===== src/rtl/gr8ram_pkg.sv =====
// GR8RAM slinky DRAM engine: shared constants.
// Cycle states, register offsets and the ID-byte layout.
`timescale 1ns/1ps
package gr8ram_pkg;

  typedef enum logic [2:0] {
    S_IDLE = 3'd0,
    S1     = 3'd1,
    S2     = 3'd2,
    S3     = 3'd3,
    S4     = 3'd4,
    S5     = 3'd5,
    S6     = 3'd6,
    S7     = 3'd7
  } state_t;

  localparam logic [3:0] OFF_DATA   = 4'd3;
  localparam logic [3:0] OFF_STRIDE = 4'd4;
  localparam logic [3:0] OFF_ID     = 4'd5;

  function automatic logic [7:0] id_byte(
    input int bank_w,
    input int ra_w
  );
    return {4'(bank_w), 4'(ra_w)};
  endfunction

endpackage


===== src/rtl/gr8ram_addr_reg.sv =====
// GR8RAM address and stride registers.
// Ports: clk/rst, byte write (wr_en/wr_off/wr_data), inc, addr, stride.
`timescale 1ns/1ps
module gr8ram_addr_reg
  import gr8ram_pkg::*;
#(
  parameter int ADDR_W = 24
) (
  input  logic              clk,
  input  logic              rst,
  input  logic              wr_en,
  input  logic [3:0]        wr_off,
  input  logic [7:0]        wr_data,
  input  logic              inc,
  output logic [ADDR_W-1:0] addr,
  output logic [7:0]        stride
);

  localparam int NB = ADDR_W / 8;

  logic [ADDR_W-1:0] addr_nxt;
  logic [7:0]        stride_nxt;

  always_comb begin
    addr_nxt   = addr;
    stride_nxt = stride;
    if (inc) begin
      addr_nxt = addr + ADDR_W'(stride);
    end else if (wr_en) begin
      for (int k = 0; k < NB; k++) begin
        if (wr_off == 4'(k)) begin
          addr_nxt[8*k +: 8] = wr_data;
          // bit7 falling 1->0 ripples into the bytes above
          if (k < NB - 1 && addr[8*k+7] && !wr_data[7])
            addr_nxt = addr_nxt
                     + (ADDR_W'(1) << (8*k + 8));
        end
      end
      if (wr_off == OFF_STRIDE)
        stride_nxt = wr_data;
    end
  end

  always_ff @(posedge clk or posedge rst) begin
    if (rst) begin
      addr   <= '0;
      stride <= 8'd1;
    end else begin
      addr   <= addr_nxt;
      stride <= stride_nxt;
    end
  end

endmodule


===== src/rtl/gr8ram_dram_ctrl.sv =====
// GR8RAM DRAM sequencer: PHI1-locked state counter, CBR refresh, strobes.
// Ports: C7M/RES, PHI1, 6502 bus (A,nDEVSEL,REGEN,nWE,Din,Dout,DOE), DRAM side.
`timescale 1ns/1ps
module gr8ram_dram_ctrl
  import gr8ram_pkg::*;
#(
  parameter int ADDR_W  = 24,
  parameter int RA_W    = 11,
  parameter int NBANK   = 2,
  parameter int REF_DIV = 13
) (
  input  logic             C7M,
  input  logic             RES,
  input  logic             PHI1,
  input  logic [3:0]       A,
  input  logic             nDEVSEL,
  input  logic             REGEN,
  input  logic             nWE,
  input  logic [7:0]       Din,
  output logic [7:0]       Dout,
  output logic             DOE,
  input  logic [7:0]       RDin,
  output logic             RDOE,
  output logic [RA_W-1:0]  RA,
  output logic             nRAS,
  output logic [NBANK-1:0] nCAS,
  output logic             nRWE,
  output logic [2:0]       S
);

  localparam int BANK_W = $clog2(NBANK);
  localparam int BW     = (BANK_W > 0) ? BANK_W : 1;
  localparam int NB     = ADDR_W / 8;
  localparam logic [7:0] ID = id_byte(BANK_W, RA_W);

  state_t            s_q, s_nxt;
  logic              phi1_q, phi0_seen, resync;
  logic [7:0]        ref_cnt;
  logic              ref_due;
  logic              sel, acc_now, wr_en, inc;
  logic              asel, den, acc, acc_wr;
  logic [BW-1:0]     bank, bank_nxt;
  logic [ADDR_W-1:0] addr;
  logic [7:0]        stride;

  assign resync  = PHI1 & ~phi1_q & phi0_seen;
  assign sel     = ~nDEVSEL & REGEN;
  assign acc_now = sel & (A == OFF_DATA);
  assign ref_due = (ref_cnt == 8'd0);
  assign wr_en   = (s_q == S6) & ~resync & sel & ~nWE;
  assign inc     = resync & acc;
  assign bank_nxt = (NBANK > 1) ? addr[2*RA_W +: BW] : '0;

  gr8ram_addr_reg #(
    .ADDR_W (ADDR_W)
  ) u_addr (
    .clk     (C7M),
    .rst     (RES),
    .wr_en   (wr_en),
    .wr_off  (A),
    .wr_data (Din),
    .inc     (inc),
    .addr    (addr),
    .stride  (stride)
  );

  always_ff @(posedge C7M or posedge RES) begin
    if (RES) begin
      s_q       <= S_IDLE;
      phi1_q    <= 1'b0;
      phi0_seen <= 1'b0;
    end else begin
      s_q    <= s_nxt;
      phi1_q <= PHI1;
      if (!PHI1)
        phi0_seen <= 1'b1;
    end
  end

  // idle and S7 both hold until the next PHI1 rise
  always_comb begin
    s_nxt = s_q;
    if (resync)
      s_nxt = S1;
    else if (s_q != S_IDLE && s_q != S7)
      s_nxt = state_t'(s_q + 3'd1);
  end

  always_ff @(posedge C7M or posedge RES) begin
    if (RES)
      ref_cnt <= '0;
    else if (s_q == S3 && !resync)
      ref_cnt <= (ref_cnt == 8'(REF_DIV - 1))
               ? 8'd0 : ref_cnt + 8'd1;
  end

  always_ff @(posedge C7M or posedge RES) begin
    if (RES) begin
      nRAS   <= 1'b1;
      nCAS   <= '1;
      nRWE   <= 1'b1;
      asel   <= 1'b0;
      den    <= 1'b0;
      acc    <= 1'b0;
      acc_wr <= 1'b0;
      bank   <= '0;
    end else if (resync) begin
      nRAS <= 1'b1;
      nCAS <= '1;
      nRWE <= 1'b1;
      asel <= 1'b0;
      den  <= 1'b0;
      acc  <= 1'b0;
    end else begin
      case (s_q)
        S1: if (ref_due) nCAS <= '0;
        S2: if (ref_due) nRAS <= 1'b0;
        S3: if (ref_due) begin
          nRAS <= 1'b1;
          nCAS <= '1;
        end
        S4: begin
          den    <= 1'b1;
          acc    <= acc_now;
          acc_wr <= ~nWE;
          bank   <= bank_nxt;
          if (acc_now) begin
            if (nWE) nRAS <= 1'b0;
            else     nRWE <= 1'b0;
          end
        end
        S5: if (acc) begin
          if (acc_wr) nRAS <= 1'b0;
          else        asel <= 1'b1;
        end
        S6: if (acc) begin
          if (acc_wr) asel <= 1'b1;
          else        nCAS[bank] <= 1'b0;
        end
        S7: if (acc && acc_wr) nCAS[bank] <= 1'b0;
        default: ;
      endcase
    end
  end

  assign S    = s_q;
  assign DOE  = den & sel & nWE;
  assign RDOE = den & acc & acc_wr;
  assign RA   = asel ? addr[RA_W-1:0]
                     : addr[RA_W +: RA_W];

  always_comb begin
    Dout = '0;
    for (int k = 0; k < NB; k++)
      if (A == 4'(k)) Dout = addr[8*k +: 8];
    case (A)
      OFF_DATA:   Dout = RDin;
      OFF_STRIDE: Dout = stride;
      OFF_ID:     Dout = ID;
      default: ;
    endcase
  end

endmodule


===== config.mk =====
export PLATFORM = sky130hd
export DESIGN_NAME = gr8ram_dram_ctrl
export DESIGN_NICKNAME = d
export VERILOG_FILES = /design/src/rtl/gr8ram_pkg.sv /design/src/rtl/gr8ram_addr_reg.sv /design/src/rtl/gr8ram_dram_ctrl.sv
export SDC_FILE = /design/constraint.sdc
export NUM_CORES = 1
export LEC_CHECK = 0
export CAP_MARGIN = 40
export CORE_MARGIN = 2
export CORE_UTILIZATION = 32
export DETAILED_ROUTE_END_ITERATION = 8
export PLACE_DENSITY = 0.6
export SLEW_MARGIN = 10
export SYNTH_ARGS = -nofsm -noshare
export SYNTH_HDL_FRONTEND = slang
export SYNTH_SLANG_ARGS = --single-unit

===== constraint.sdc =====
create_clock -name C7M -period 3.68 [get_ports C7M]
set_input_delay 0.736 -clock C7M [delete_from_list [all_inputs] [get_ports C7M]]
set_output_delay 0.736 -clock C7M [all_outputs]
set_load 0.005 [all_outputs]

After elaboration in Yosys (flattened, before gate mapping) --
Index checks and enable logic that the tools add are counted.
Storage, ports and cells: register bits 54, bits in latches 0, memory bits (writable) 0, ROM bits 0, input bits 26, word-level logic and storage cells 143, memories kept 0
Operators by class: add/sub/neg operators 5, multiply operators 0, divide/modulo/power cells 0, order comparisons 2, equal/unequal tests 27, shift operators 0, mux-type cells 48, bitwise operators 19, reductions and logical operators 27
Operator list (count):
- $mux W24 | 8
- $mux W8 | 5
- $ne A3 B3 Y1 const B | 13
- $add A24 B17 Y24 const B | 1
- $add A24 B8 Y24 | 1
- $add A24 B9 Y24 const B | 1
- $pmux W8 S3 | 1
- $mux W1 | 21
- $and A1 B1 Y1 | 12
- $eq A3 B3 Y1 const B | 4
- $mux W2 | 6
- $reduce_bool A3 Y1 | 4
- $mux W11 | 1
- $reduce_bool A5 Y1 | 2
- $reduce_and A3 Y1 | 3
- $add A8 B1 Y8 const B | 1
- $eq A4 B2 Y1 const B | 2
- $eq A4 B3 Y1 const B | 2
- $eq A8 B4 Y1 const B | 1
- $logic_not A8 Y1 | 1
- $pmux W2 S4 | 1
- $reduce_bool A2 Y1 | 4
- $reduce_and A7 Y1 | 1
- $eq A3 B2 Y1 const B | 2
- other kinds (19) | 30

Longest topological paths before layout --
Gate-level depths: netlist of the first run.
depth after elaboration 15, depth in mapped cells 11, depth with buffers taken out 10

Cells and area by module --
Synthesis of the first run repeated with hierarchy kept, for this count alone.
Second synthesis, totals: cell total of the unflattened synthesis 501, area, all modules 4426.7 um2
By module, submodules not included:
- gr8ram_addr_reg | times used 1, cells an instance 309, area an instance 2652.5 um2, sequential area each 802.0 um2
- gr8ram_dram_ctrl | times used 1, cells an instance 192, area an instance 1774.2 um2, sequential area each 555.5 um2

Worst setup path before layout of the first run --
OpenSTA, ideal clock, no wires.
kind in2reg, from input A[1], to register u_addr.addr[20], data arrival time 3.338 ns, slack 0.256 ns, cell stages on the path 11, path buffers 1, cell sequence or4_4 -> or2_1 -> buf_6 -> o31a_1 -> or2_1 -> ha_1 -> and2_1 -> maj3_1 -> a211oi_1 -> a21oi_1 -> o211ai_1
On the way: word-level cells in the longest chain between the ends 10, elaborated cells on any way between the ends 12, those cells by class 1 x add/sub; 2 x eq/ne; 8 x mux; 1 x reduce/logical
RTL lines:
- start: declaration | RTL line gr8ram_dram_ctrl.sv:15 | input logic [3:0] A,
- $logic_not A4 Y1 | RTL line gr8ram_addr_reg.sv:31 | if (wr_off == 4'(k)) begin
- $mux W24 | RTL line gr8ram_addr_reg.sv:31
- $mux W24 | RTL line gr8ram_addr_reg.sv:29 | end else if (wr_en) begin
- $mux W24 | RTL line gr8ram_addr_reg.sv:27 | if (inc) begin
- $add A24 B17 Y24 | RTL line gr8ram_addr_reg.sv:36 | + (ADDR_W'(1) << (8*k + 8));
- $mux W24 | RTL line gr8ram_addr_reg.sv:34 | if (k < NB - 1 && addr[8*k+7] && !wr_data[7])
- $mux W24 | RTL line gr8ram_addr_reg.sv:31
- $mux W8 * | RTL line gr8ram_addr_reg.sv:31
- $mux W24 * | RTL line gr8ram_addr_reg.sv:29
- $mux W24 * | RTL line gr8ram_addr_reg.sv:27
- end signal: assignment | RTL line gr8ram_addr_reg.sv:49 | addr <= addr_nxt;
- end: declaration | RTL line gr8ram_addr_reg.sv:15 | output logic [ADDR_W-1:0] addr,
Mark *: on every way between the ends. The rest lies on a longest branch, timed or not. The select of a mux whose other input is x is not followed. A chain may end at the register's enable or synchronous reset.

Worst setup path after layout of the first run --
Same ends and word-level chain as after synthesis.

==> results of run 1 <==
==> Yosys cell counts (9+ instances only) <==
cell	instances	share of area [%]
a211oi_1	10	1.8
o21ai_0	40	4.8
mux2_2	23	6.2
ha_1	19	5.6
nand2b_1	10	1.5
nor2_1	43	3.8
nor3_1	13	1.5
inv_1	15	1.3
a21oi_1	38	4.5
nand2_1	30	2.7
and3_1	9	1.3
clkbuf_1	24	2.1
xnor2_1	12	2.5
dfrtp_1	49	29
nand3_1	21	2.5
==> flip-flops by register name, indices dropped and copies added (netlist names) <==
name           cells
phi0_seen          1
asel               1
bank               1
nRAS               1
nRWE               1
ref_cnt            8
nCAS               2
acc                1
u_addr.stride      8
den                1
acc_wr             1
phi1_q             1
S                  3
u_addr.addr       24
==> cells by family after synthesis <==
kind of cell | share of synthesized area (%)
buffers and inverters | 4.133
xor gates and xnor gates | 4.341
DFF | 32.26
muxes | 8.058
adders and majority gates | 6.363
AOI/OAI and AO/OA | 23.79
and+or+nand+nor | 21.05
==> worst max-delay path, stage by stage <==
cell and delay (ns):
clkdlybuf4s50_1 0.42, or4_4 0.54, or2_1 0.25, o31a_1 0.32
or2_1 0.25, ha_1 0.20, and2_1 0.16, maj3_1 0.37
a211oi_1 0.24, a21oi_1 0.07, o211ai_1 0.16
==> final timing paths <==
| check | depth (start not counted) | startpoint | slack [ns] | to |
|---|---|---|---|---|
| setup / recovery | 11 | A[1] | 0.17 | u_addr.addr[20] |
| hold / removal | 2 | nRWE | 0.46 | nRWE |
| setup reg to reg | 10 | u_addr.addr[10] | 0.78 | u_addr.addr[20] |
| hold reg to reg | 2 | nRWE | 0.46 | nRWE |
| max in group asynchronous | 3 | RES | 2.24 | ref_cnt[7] |
| min in group asynchronous | 3 | RES | 0.97 | u_addr.addr[7] |
==> report_power, final <==
group | internal [mW] | leakage [nW] | switching [mW]
Clock | 0.270 | 0.0729 | 0.223
Sequential | 0.746 | 0.679 | 0.265
Combinational | 0.542 | 1.33 | 0.503
Total | 1.56 | 2.08 | 0.991
==> layout make-up <==
cell class              count  area (um2)  area share [%]
clock buffers               6       138.9           2.662
clock inverters             2       12.51          0.2398
inverters                  15       56.30           1.079
multi-input cells         387        2689           51.53
flip-flops and latches     54        1358           26.02
well taps                 172       215.2           4.125
repair buffers             82       748.2           14.34
==> per-layer routing <==
metal,global-route usage (%),vias up,share of wire (%)
met2,31.75,135,47
met5,0,-,0
met1,25.46,1946,44
met3,4.344,33,7.0
li1,-,1931,-
met4,5.804,0,2.4
==> stage by stage <==
stage | setup TNS (ns) | cells | hold slack [ns] | worst slack, ns | area (um2)
6_report | 0 | 718 | 0.4582 | 0.1709 | 5218
5_1_grt | 0 | 718 | 0.4827 | 0.03088 | 5218
4_1_cts | 0 | 718 | 0.4632 | 0.1733 | 5218
3_5_place_dp | -0.09077 | 710 | 0.4511 | -0.09077 | 5066
3_3_place_gp | -0.05868 | 710 | 0.4504 | -0.05868 | 5066
2_1_floorplan | 0 | 485 | 0.4473 | 0.2557 | 4208
==> layout by cell type, fill, tap and decap left out, types with 14 or more instances in the layout <==
cell	netlist	layout
mux2_2	23	23
inv_1	15	14
nand3_1	21	21
nor2_1	43	43
o21ai_0	40	40
nand2_1	30	30
buf_4	0	29
a21oi_1	38	38
ha_1	19	19
clkdlybuf4s50_1	0	53
dfrtp_1	49	49
==> impl_results.md, run 1 <==
- Skew final: 0.009545 ns
- Unrepaired setup endpoints after global routing: false
- H-tree lvl count: 2
- Worst-path clk slew: 0.07 ns
- Final core occ: 41.01%
- Critical Path Fanout Max: 2
- Fraction of layout cells with a size suffix above 1: 15.38%
- Vias in the first global route: 4098
- Via density: 5.634
- Num CTS Buffers: 5
- Max cap viols: 0
- Final ANT Viol Nets: 0
- Crit end category: register
- Post-synth EDFFs: 0
- # IOs: 54
- Ys flop type: dfrtp_1
- Tot Pwr: 2.549 mW
- Clock Sink Count: 54
- Chip height: 118.7 um
- Routability cong.: 0.9234
- Antenna Cells: 0
- Fin crit period: 3.509 ns
- Total GRT Usage: 19.39%
- Post-synthesis sequential area ratio: 32.26%
- CTS Root Cell: clkbuf_16
- Outcome: complete, no violations
- Fin crit share: 95.36%
- Critical path class: in -> reg
- Area Growth Syn to Fin: 24.00%
- Max Clk Rate: 285.0 MHz
- Yosys Warn Count: 0
- Core Area: 12720 um2
- Mapped Area: 4208 um2
- Crit path DAT: 3.72 ns
- Avg Inst Size Synth: 8.676 um2
- Die area: 14080 um2
- Deepest clock path buffer count: 2
- First-pass detailed-route iteration total: 6
- Initial Util: 33.07%
- Clock latency on the worst-skew pair: 0.30 ns
- Slew headroom: 44.98%
- Flops & latches, synth: 54
- Synth cell types: 68
- DRC: 0
- Final setup viols: 0
- Initial DRC count: 272
- Site Rows: 41
- Largest net degree at the start of global routing: 55
- Leakage: 2.081 nW
- Avg WL per Cell: 18.56 um
- Syn Nets: 531
- CTS tree: built
- Post-Route WL: 13330 um
- Die X: 118.7 um
- Final max-slew violation count: 0
- Peak supply drop: 382.7 uV
- Async SR Flop Fraction: 100.0%
- First-pass GRT wire length: 21890 um
- Type of the most critical hold path: reg -> reg
- Hold bufs inserted after CTS: 0
- HPWL Detailed: 9853 um
- Filler cells: 1316
- CTS resizes: 0
- # Post-CTS Setup Buffers: 0
- Startpoint class of the critical path: input pin
- CP Data Required Time: 3.89 ns
- Layout Nets: 591
- I/O Buffers: 53
- P per Cell Area: 488.6 nW/um2
- Vias after detailed routing: 4045
- Post-Synthesis Cells: 485
- Hold Fails Final Rpt: 0
- Worst Tran Pin Value: 0.8177 ns
- Antenna violations before repair: 0
- Overflow after GRT: 0
(Power assumes the default switching activity.)
==> inputs of run 2 (changes only) <==
--- a/config.mk
+++ b/config.mk
@@ -10,7 +10,7 @@
 export CORE_UTILIZATION = 32
 export DETAILED_ROUTE_END_ITERATION = 8
 export PLACE_DENSITY = 0.6
-export SLEW_MARGIN = 10
+export SLEW_MARGIN = 5
 export SYNTH_ARGS = -nofsm -noshare
 export SYNTH_HDL_FRONTEND = slang
 export SYNTH_SLANG_ARGS = --single-unit
==> results of run 2 <==
No change in the layout: final DEF, timing and power equal those of run 1.
==> inputs of run 3 (changes only) <==
--- a/config.mk
+++ b/config.mk
@@ -7,10 +7,9 @@
 export LEC_CHECK = 0
 export CAP_MARGIN = 40
 export CORE_MARGIN = 2
-export CORE_UTILIZATION = 32
+export CORE_UTILIZATION = 40
 export DETAILED_ROUTE_END_ITERATION = 8
-export PLACE_DENSITY = 0.6
-export SLEW_MARGIN = 5
+export PLACE_DENSITY = 0.7
 export SYNTH_ARGS = -nofsm -noshare
 export SYNTH_HDL_FRONTEND = slang
 export SYNTH_SLANG_ARGS = --single-unit
==> run 3 against run 2 <==
  * Core utilization is 9.2 points higher
  * Cell count is 4.6% lower
  * Worst setup slack worse by 0.048 ns
  * Power is 3.4% lower
==> impl_results.md, run 3 (synthesis results as in run 1) <==
- Placed inst area: 5041 um2 (-0.49%)
- H-tree lvl count: 2 (unchanged)
- Critical path class: in -> out
- Vias in the first global route: 4123 (+0.61%)
- P per Cell Area: 477.1 nW/um2 (-2.4%)
- Largest net degree at the start of global routing: 55 (unchanged)
- Unrepaired setup endpoints after global routing: false
- Peak supply drop: 363.8 uV (-4.9%)
- First-pass GRT wire length: 21120 um (-3.5%)
- Via density: 6.000 (+6.5%)
- Clock Sink Count: 54 (unchanged)
- Final Non-Filler Cells: 685 (-4.6%)
- # IOs: 54 (unchanged)
- Antenna Cells: 0 (unchanged)
- Total placed cells including tap cells: 677 (-4.6%)
- Antenna violations before repair: 0 (unchanged)
- Commonest non-fill, non-tap cells in the layout: clkdlybuf4s50_1 (53), dfrtp_1 (49), nor2_1 (43)
- Overflow after GRT: 0 (unchanged)
- Core Area: 10280 um2 (-19%)
- Biggest regs: u_addr.addr x24, ref_cnt x8, u_addr.stride x8
- Setup TNS: 0 ns (unchanged)
- Worst hold stages: 2 (unchanged)
- Total GRT Usage: 23.31% (+3.9 points)
- DRC: 0 (unchanged)
- Final max-slew violation count: 0 (unchanged)
- Initial DRC count: 364 (+34%)
- Crit path DAT: 2.82 ns (-0.90 ns)
- Startpoint class of the critical path: input pin
- Biggest register: u_addr.addr
- Final setup viols: 0 (unchanged)
- Max cap viols: 0 (unchanged)
- Area Growth Syn to Fin: 22.66%
- Final core occ: 50.22% (+9.2 points)
- Fin area: 5161 um2 (-1.1%)
- Outcome: complete, no violations
- Filler cells: 983 (-25%)
- Chip height: 106.6 um (-10%)
- Worst-path clk slew: 0.10 ns (+0.03 ns)
- Clock latency on the worst-skew pair: 0.31 ns (about the same)
- Slew headroom: 45.49% (+0.51 points)
- Hold Fails Final Rpt: 0 (unchanged)
- Fin crit period: 3.557 ns (+0.04828 ns)
- Deepest clock path buffer count: 2 (unchanged)
- Critical Path Fanout Max: 18 (+16)
- Fraction of layout cells with a size suffix above 1: 15.85% (+0.46 points)
- Final ANT Viol Nets: 0 (unchanged)
- Max reg flops: 24 (unchanged)
- CP Data Required Time: 2.94 ns (-0.95 ns)
- Leakage: 2.076 nW (-0.22%)
- Skew final: 0.004717 ns (-0.004829 ns)
- Site Rows: 37 (-9.8%)
- Num CTS Buffers: 5 (unchanged)
- Vias after detailed routing: 4110 (+1.6%)
- Fin crit share: 96.67% (+1.3 points)
- Tot Pwr: 2.462 mW (-3.4%)
- Crit end category: primary output
- Post-Route WL: 12640 um (-5.1%)
- Hold bufs inserted after CTS: 0 (unchanged)
- Most common cell after layout, fill and taps aside: clkdlybuf4s50_1
- Max Clk Rate: 281.1 MHz (-1.4%)
- HPWL Detailed: 9584 um (-2.7%)
- Cells on worst reg2reg path: 10 (unchanged)
- CTS tree: built
- Initial Util: 40.94% (+7.9 points)
- Type of the most critical hold path: reg -> reg
- Die area: 11360 um2 (-19%)
- CTS Root Cell: clkbuf_8
- First-pass detailed-route iteration total: 5 (-1)
- Die X: 106.6 um (-10%)
- Avg WL per Cell: 18.46 um (-0.55%)
- Routability cong.: 0.9353 (+1.3%)
- Worst Tran Pin Value: 0.8176 ns (-0.00006992 ns)
- Layout Nets: 594 (+0.51%)
- I/O Buffers: 53 (unchanged)
[run 3: cell types whose count changed in the layout (fill, tap and decap cells not counted)]
cell       previous run  this run
bufinv_16             0         1
buf_2                 0         1
clkbuf_16             5         0
clkinv_2              1         0
buf_4                29        30
nor4_2                5         6
buf_6                 0         1
clkbuf_1              0         1
clkbuf_8              1         5
nor4_1                5         4
[run 3: area by class of cell]
cell class | count | area, um2 | share of cell area [%]
multi-input combinational | 387 | 2695 | 52.22
sequential | 54 | 1358 | 26.30
timing repair buffer | 85 | 772.0 | 14.96
tap | 136 | 170.2 | 3.297
clock buffer | 6 | 72.57 | 1.406
inverter | 15 | 56.30 | 1.091
clock inverter | 2 | 37.54 | 0.7273
[run 3: worst max-delay path, stage by stage]
cell and delay, ns:
clkdlybuf4s50_1 0.42, buf_4 0.15, buf_4 0.18, nor4b_2 0.32, buf_6 0.24, a222oi_1 0.11, o21ai_0 0.12, clkdlybuf4s50_1 0.55
[run 3: timing repair]
item / CTS / global route
buffers inserted: 0 / 0
gates resized for setup: 0 / 2
endpoints found under the setup margin: 0 / 7
[run 3: power breakdown]
| group | internal, mW | switching (mW) | total [mW] |
|---|---|---|---|
| registers | 0.745 | 0.267 | 1.01 |
| logic | 0.546 | 0.494 | 1.04 |
| clock network | 0.203 | 0.207 | 0.410 |
| total | 1.49 | 0.968 | 2.46 |
[run 3: stage by stage]
| step | hold slack [ns] | setup slack, ns |
|---|---|---|
| 6_report | 0.4644 | 0.1226 |
| 4_1_cts | 0.4704 | 0.07709 |
| 3_5_place_dp | 0.4536 | -0.1349 |
| 2_1_floorplan | 0.4473 | 0.2557 |
| 3_3_place_gp | 0.4516 | -0.4095 |
| 5_1_grt | 0.4945 | 0.01970 |
[run 3: path summary, 6_finish.rpt]
path,startpoint,endpoint,slack (ns)
worst min-delay path,nRWE,nRWE,0.46
worst max-delay path,A[3],Dout[1],0.12
worst min register to register,nRWE,nRWE,0.46
worst max register to register,u_addr.addr[10],u_addr.addr[20],0.77
max in group asynchronous,RES,u_addr.addr[16],2.28
min in group asynchronous,RES,u_addr.addr[20],0.94
[run 3: metal layers]
metal	up-vias	track usage [%]	routed length [um]
met4	0	9.555	337
met5	-	0	0
met1	1980	31.08	5541
met2	159	37.99	5899
met3	29	3.127	864
li1	1942	-	-
